--- src/rtl/cpu_pkg.sv ---
// Shared CPU constants: register file geometry, latency classes and their
// issue-to-forwardable distances.
package cpu_pkg;
  localparam int NUM_REGS = 16;
  localparam int REG_AW   = $clog2(NUM_REGS);
  localparam int LAT_LOAD = 2;
  localparam int LAT_MUL  = 4;
  localparam int CNT_W    = 3;

  typedef enum logic [1:0] {
    CLS_ALU  = 2'b00,
    CLS_LOAD = 2'b01,
    CLS_MUL  = 2'b10,
    CLS_RSVD = 2'b11
  } cls_e;

  // Countdown value loaded on issue (L-1); reserved class behaves as ALU.
  function automatic logic [CNT_W-1:0] cls_lat_m1(cls_e c);
    case (c)
      CLS_LOAD: cls_lat_m1 = CNT_W'(LAT_LOAD - 1);
      CLS_MUL:  cls_lat_m1 = CNT_W'(LAT_MUL - 1);
      default:  cls_lat_m1 = '0;
    endcase
  endfunction
endpackage

--- src/rtl/hazard_scoreboard_if.sv ---
// ID-stage <-> scoreboard bundle: decoded operands in, stall/issue/status out.
interface hazard_scoreboard_if;
  import cpu_pkg::*;
  logic                id_valid;
  logic [REG_AW-1:0]   id_rs1;
  logic                id_rs1_used;
  logic [REG_AW-1:0]   id_rs2;
  logic                id_rs2_used;
  logic [REG_AW-1:0]   id_rd;
  logic                id_we;
  logic [1:0]          id_class;
  logic                flush;
  logic                stall;
  logic                issue;
  logic [NUM_REGS-1:0] pending;
  logic [15:0]         stall_cycles;

  modport master (
    output id_valid, id_rs1, id_rs1_used, id_rs2, id_rs2_used, id_rd, id_we,
           id_class, flush,
    input  stall, issue, pending, stall_cycles
  );
  modport slave (
    input  id_valid, id_rs1, id_rs1_used, id_rs2, id_rs2_used, id_rd, id_we,
           id_class, flush,
    output stall, issue, pending, stall_cycles
  );
endinterface

--- src/rtl/hazard_scoreboard_reg_ready_ctr.sv ---
// Countdown to forwardable: load has priority over decrement, parks at zero.
module reg_ready_ctr
  import cpu_pkg::*;
(
  input  logic             clk,
  input  logic             rst_n,
  input  logic             load,
  input  logic [CNT_W-1:0] load_val,
  output logic [CNT_W-1:0] cnt
);
  always_ff @(posedge clk) begin
    if (!rst_n)          cnt <= '0;
    else if (load)       cnt <= load_val;
    else if (cnt != '0)  cnt <= cnt - 1'b1;
  end
endmodule

--- src/rtl/hazard_scoreboard.sv ---
// Per-register write-latency scoreboard; stalls ID on RAW, WAW and busy multiplier.
module hazard_scoreboard
  import cpu_pkg::*;
(
  input  logic clk,
  input  logic rst_n,
  hazard_scoreboard_if.slave sb
);
  logic [NUM_REGS-1:0][CNT_W-1:0] cnt;
  logic [CNT_W-1:0]               mul_cnt;
  logic [CNT_W-1:0]               lat_m1;
  cls_e                           cls;
  logic                           is_mul;
  logic                           rd_nz;
  logic                           raw_stall;
  logic [15:0]                    stall_ctr;

  assign cls    = cls_e'(sb.id_class);
  assign is_mul = (cls == CLS_MUL);
  assign lat_m1 = cls_lat_m1(cls);
  assign rd_nz  = (sb.id_rd != '0);

  for (genvar r = 0; r < NUM_REGS; r++) begin : g_reg
    if (r == 0) begin : g_r0
      assign cnt[r] = '0;
    end else begin : g_ctr
      reg_ready_ctr u_ctr (
        .clk      (clk),
        .rst_n    (rst_n),
        .load     (sb.issue & sb.id_we & (sb.id_rd == REG_AW'(r))),
        .load_val (lat_m1),
        .cnt      (cnt[r])
      );
    end
    assign sb.pending[r] = (cnt[r] != '0);
  end

  // A MUL occupies the multiplier whether or not it writes rd.
  reg_ready_ctr u_mul_busy (
    .clk      (clk),
    .rst_n    (rst_n),
    .load     (sb.issue & is_mul),
    .load_val (CNT_W'(LAT_MUL - 1)),
    .cnt      (mul_cnt)
  );

  // WAW: an older write still landing after this one would clobber it.
  always_comb begin
    raw_stall = 1'b0;
    if (sb.id_valid) begin
      raw_stall = (sb.id_rs1_used & (cnt[sb.id_rs1] != '0))
                | (sb.id_rs2_used & (cnt[sb.id_rs2] != '0))
                | (sb.id_we & rd_nz & (cnt[sb.id_rd] > lat_m1))
                | (is_mul & (mul_cnt != '0));
    end
  end

  assign sb.stall = raw_stall & ~sb.flush;
  assign sb.issue = sb.id_valid & ~sb.stall & ~sb.flush;

  always_ff @(posedge clk) begin
    if (!rst_n)                                 stall_ctr <= '0;
    else if (sb.stall && stall_ctr != 16'hFFFF) stall_ctr <= stall_ctr + 16'd1;
  end
  assign sb.stall_cycles = stall_ctr;
endmodule

--- src/flat_wrapper.sv ---
// flat-port wrapper written by rule: the top's interface ports become plain ports
module hazard_scoreboard_flat import cpu_pkg::*;
  (clk, rst_n, sb_id_valid, sb_id_rs1, sb_id_rs1_used, sb_id_rs2, sb_id_rs2_used, sb_id_rd, sb_id_we, sb_id_class, sb_flush, sb_stall, sb_issue, sb_pending, sb_stall_cycles);
  hazard_scoreboard_if sb_i ();
  input  logic clk;
  input  logic rst_n;
  input wire logic [$bits(sb_i.id_valid)-1:0] sb_id_valid;
  input wire logic [$bits(sb_i.id_rs1)-1:0] sb_id_rs1;
  input wire logic [$bits(sb_i.id_rs1_used)-1:0] sb_id_rs1_used;
  input wire logic [$bits(sb_i.id_rs2)-1:0] sb_id_rs2;
  input wire logic [$bits(sb_i.id_rs2_used)-1:0] sb_id_rs2_used;
  input wire logic [$bits(sb_i.id_rd)-1:0] sb_id_rd;
  input wire logic [$bits(sb_i.id_we)-1:0] sb_id_we;
  input wire logic [$bits(sb_i.id_class)-1:0] sb_id_class;
  input wire logic [$bits(sb_i.flush)-1:0] sb_flush;
  output wire logic [$bits(sb_i.stall)-1:0] sb_stall;
  output wire logic [$bits(sb_i.issue)-1:0] sb_issue;
  output wire logic [$bits(sb_i.pending)-1:0] sb_pending;
  output wire logic [$bits(sb_i.stall_cycles)-1:0] sb_stall_cycles;
  assign sb_i.id_valid = sb_id_valid;
  assign sb_i.id_rs1 = sb_id_rs1;
  assign sb_i.id_rs1_used = sb_id_rs1_used;
  assign sb_i.id_rs2 = sb_id_rs2;
  assign sb_i.id_rs2_used = sb_id_rs2_used;
  assign sb_i.id_rd = sb_id_rd;
  assign sb_i.id_we = sb_id_we;
  assign sb_i.id_class = sb_id_class;
  assign sb_i.flush = sb_flush;
  assign sb_stall = sb_i.stall;
  assign sb_issue = sb_i.issue;
  assign sb_pending = sb_i.pending;
  assign sb_stall_cycles = sb_i.stall_cycles;
  hazard_scoreboard u_core (.clk(clk), .rst_n(rst_n), .sb(sb_i));
endmodule
--- config.mk ---
export PLATFORM = sky130hd
export DESIGN_NAME = hazard_scoreboard_flat
export DESIGN_NICKNAME = d
export VERILOG_FILES = /design/src/rtl/cpu_pkg.sv /design/src/rtl/hazard_scoreboard_if.sv /design/src/rtl/hazard_scoreboard_reg_ready_ctr.sv /design/src/rtl/hazard_scoreboard.sv /design/src/flat_wrapper.sv
export SDC_FILE = /design/constraint.sdc
export NUM_CORES = 1
export LEC_CHECK = 0
export BUFFER_PORTS_ARGS = -buffer_cell sky130_fd_sc_hd__buf_2
export CORE_ASPECT_RATIO = 1.5
export CORE_MARGIN = 5
export CORE_UTILIZATION = 48
export CTS_BUF_LIST = sky130_fd_sc_hd__clkbuf_4 sky130_fd_sc_hd__clkbuf_8
export DETAILED_ROUTE_END_ITERATION = 12
export PLACE_DENSITY = 0.68
export REMOVE_ABC_BUFFERS = 1
export SLEW_MARGIN = 0
export SYNTH_ARGS = -nofsm -noshare
export SYNTH_HDL_FRONTEND = slang
export SYNTH_SLANG_ARGS = --single-unit
--- constraint.sdc ---
create_clock -name clk -period 4.7 [get_ports clk]
set_clock_uncertainty 0.1 [all_clocks]
set_input_delay 0.47 -clock clk [delete_from_list [all_inputs] [get_ports clk]]
set_output_delay 0.47 -clock clk [all_outputs]
set_load 0.005 [all_outputs]
==> results.ini <==
[place]
dpl_cell_area_um2=4980
io_buffers=53
place.gp.congestion=0.943
dp_hpwl_um=9140

[floorplanning]
fp.dieH_um=131
die-width_um=90.7
fp.dieArea_um2=11900
start_util_pct=48.7
design.core.area_um2=9630
num_rows=44
ios=55

[critical_path]
rr_endpoint=u_core.sb.stall_cycles[13]$_SDFFE_PN0P_
crit_path_top_delay_cell=and4b_1
r2r_setup_slack_ps=1090
crit_family=multiplexers
cp_data_arrival_time_ps=3600
reg2reg_depth=9
slowest_delay_ps=660
crit_buf_inv=2
worstPathMaxFanout=19
worstSetupPathType=input port to primary output
crit_path_cell_trace=buf_2, mux4_2, mux4_2, ha_1, a21oi_1, a211o_1, o211a_1, and4b_1, nor2_1, buf_2
endpoint_kind=primary output
crit_required_ps=4130
r2r-start=u_core.g_reg[12].g_ctr.u_ctr.cnt[1]$_SDFFE_PN0P_
critPathLaunchType=input port

[layout]
n_fill_cell=892
stdcell_area_um2=5180
most-common-layout-cells=dfxtp_1 (64), nand2_1 (60), buf_2 (53)
final_util_pct=53.8
finalNetCount=637
antennaDiodeCount=0
layout-drive-gt1-share_pct=18.2
final_common_cell=dfxtp_1
synthToLayoutAreaGrowth_pct=10.3

[sta]
final_max_slew_viol_count=0
fmax_ghz=0.240
worst_pin_slew_ps=935
fin_crit_ps=4170
setup_tns_ps=0
rsz0062_at_grt=no
hold_ws_ps=403
hold_viol=0
finalSetupViolCount=0
finalCritPeriodShare_pct=88.6
slew_headroom_pct=37.4

[clock_tree]
cts_setup_buffers=0
clkSlewWorstSetupHoldPaths_ps=70
cts_tree=yes
cts_buffer_depth=2
h-tree-depth=3
cts_buffers=9
hold_buffers=0
clock_latency_ps=350
cts_root_buf=clkbuf_8
cts_resized=0
cts_sinks=64

[logic_synthesis]
synth-seq-cells=64
synth.area.top_cells=dfxtp_1 (27%), mux2i_1 (10%), ha_1 (9.6%)
syn_avg_cell_area_um2=8.69
async_reset_ff_share_pct=0
synth_cell_types=55
yosysSeqAreaShare_pct=27.3
synth_area_um2=4690
synth_edf_count=0
synth-main-ff-cell=dfxtp_1
synth_warnings=0
synth_top_area_share_pct=27.3
yosysTopAreaCell=dfxtp_1
syn_inst=540

[run]
cap_violations=0

[pwr]
swShare_pct=41.3
leakagePower_uw=0.00227
p_sw_uw=1200
combPwrFrac_pct=51.4
power_frac_clock_pct=16.4
p_int_uw=1710
ir_worst_vdd_mv=0.294
sequentialPowerShare_pct=32.2
power_density_nw_per_um2=561

[drt]
dr.pass1.iters=5
wl_um=12200
vias=4180
wl_per_cell_um=17.4
postRouteAntennaNets=0
viasPerCell=5.98
drtIter0Drc=324
route.detailed.drc=0

[worst_hold_path]
whs_endpoint=u_core.sb.stall_cycles[1]$_SDFFE_PN0P_
hold_depth=2
min-delay-path-class=register to register
min_from=u_core.sb.stall_cycles[1]$_SDFFE_PN0P_

[global_route]
grt_max_degree=34
overflow=0
track_usage_pct=20.5
grt_pass1_wl_um=19900
antenna_found_initial=0
grt_pass1_vias=4077

[status]
outcome=finished, final reports clean

tightest hold or removal path: cells and delay by family, from the launching register on:
kind	cells	cell delay [ps]
flops	1	340
mux	1	50
simple gates	1	60
how the worst max path moves through the flow:
| stage | startpoint | endpoint | slack [ps] | cells after the start |
|---|---|---|---|---|
| after detailed placement | sb_id_rd[0] | u_core.sb.stall_cycles[13]$_SDFFE_PN0P_ | 490 | 10 |
| after CTS | sb_id_rd[0] | sb_stall | 580 | 10 |
| after global routing | sb_id_rd[0] | sb_stall | 370 | 10 |
| after floorplan | sb_id_rd[0] | u_core.g_reg[12].g_ctr.u_ctr.cnt[2]$_SDFFE_PN0P_ | 1250 | 9 |
| final | sb_id_rd[0] | sb_stall | 530 | 10 |
| after global placement | sb_id_rd[0] | u_core.sb.stall_cycles[13]$_SDFFE_PN0P_ | 540 | 10 |
power by group through the flow:
stage	combinational (uW)	sequential [uW]	clock (uW)
after floorplan	1130	861	0
after global placement	1430	940	0
after detailed placement	1490	941	0
after CTS	1500	931	490
after global routing	1700	957	513
final	1490	937	477
stage by stage:
step	std cells	worst slack, ps	total power (uW)
CTS	699	578	2920
global placement	684	543	2370
floorplan	513	1250	1990
detailed placement	684	487	2430
finish	699	534	2910
global route	699	366	3170
cell usage after synthesis (3+ instances only):
master,instances
a21oi_1,14
o21a_1,3
and4_1,5
nor4_1,7
o211ai_1,15
nor3_1,19
clkbuf_1,16
a221oi_1,4
nor4_2,3
buf_2,4
o311ai_0,4
dfxtp_1,64
inv_1,48
a211oi_1,4
nand4_1,5
nand2_1,60
or4_4,7
nor2_1,27
nor3b_1,4
mux4_2,10
o21ai_0,6
nor2b_1,5
o31ai_1,4
mux2i_1,47
and3_1,10
xnor2_1,16
o41ai_1,4
or4_1,7
mux2_2,10
nand2b_1,30
buf_6,4
ha_1,36
nand3_1,8
sequential cells by signal, indices dropped and copies added (netlist names):
signal                    cells
u_core.u_mul_busy.cnt         3
u_core.sb.stall_cycles       16
u_core.g.g_ctr.u_ctr.cnt     45
cell type report:
class                      instances  area, um2  share of cell area [%]
multi-input combinational        401       3090                    59.7
sequential                        64       1280                    24.7
timing repair buffer              56        288                    5.56
inverter                          48        180                    3.48
clock buffer                      12        153                    2.95
tap                              115        144                    2.78
clock inverter                     3       42.5                   0.821
logic make-up (layout without fill, tap and decap cells):
group	Yosys count	count (layout)	share of synthesized area [%]
compound gates	72	72	11.4
other cells	1	1	0.0799
buf+inv	75	119	6.85
flops	64	64	27.3
simple gates	209	209	24.6
xor+xnor	16	16	2.99
mux	67	67	17.2
fa+ha+maj	36	36	9.60
layer usage:
layer  up-vias  global-route usage, %  wire, um
li1       2014                      -         -
met1      1980                   23.3      4730
met2       152                   35.7      6270
met3        34                   5.32       783
met4         0                   8.86       400
met5         -                      0         0
Power figures use the tool's default switching activity.
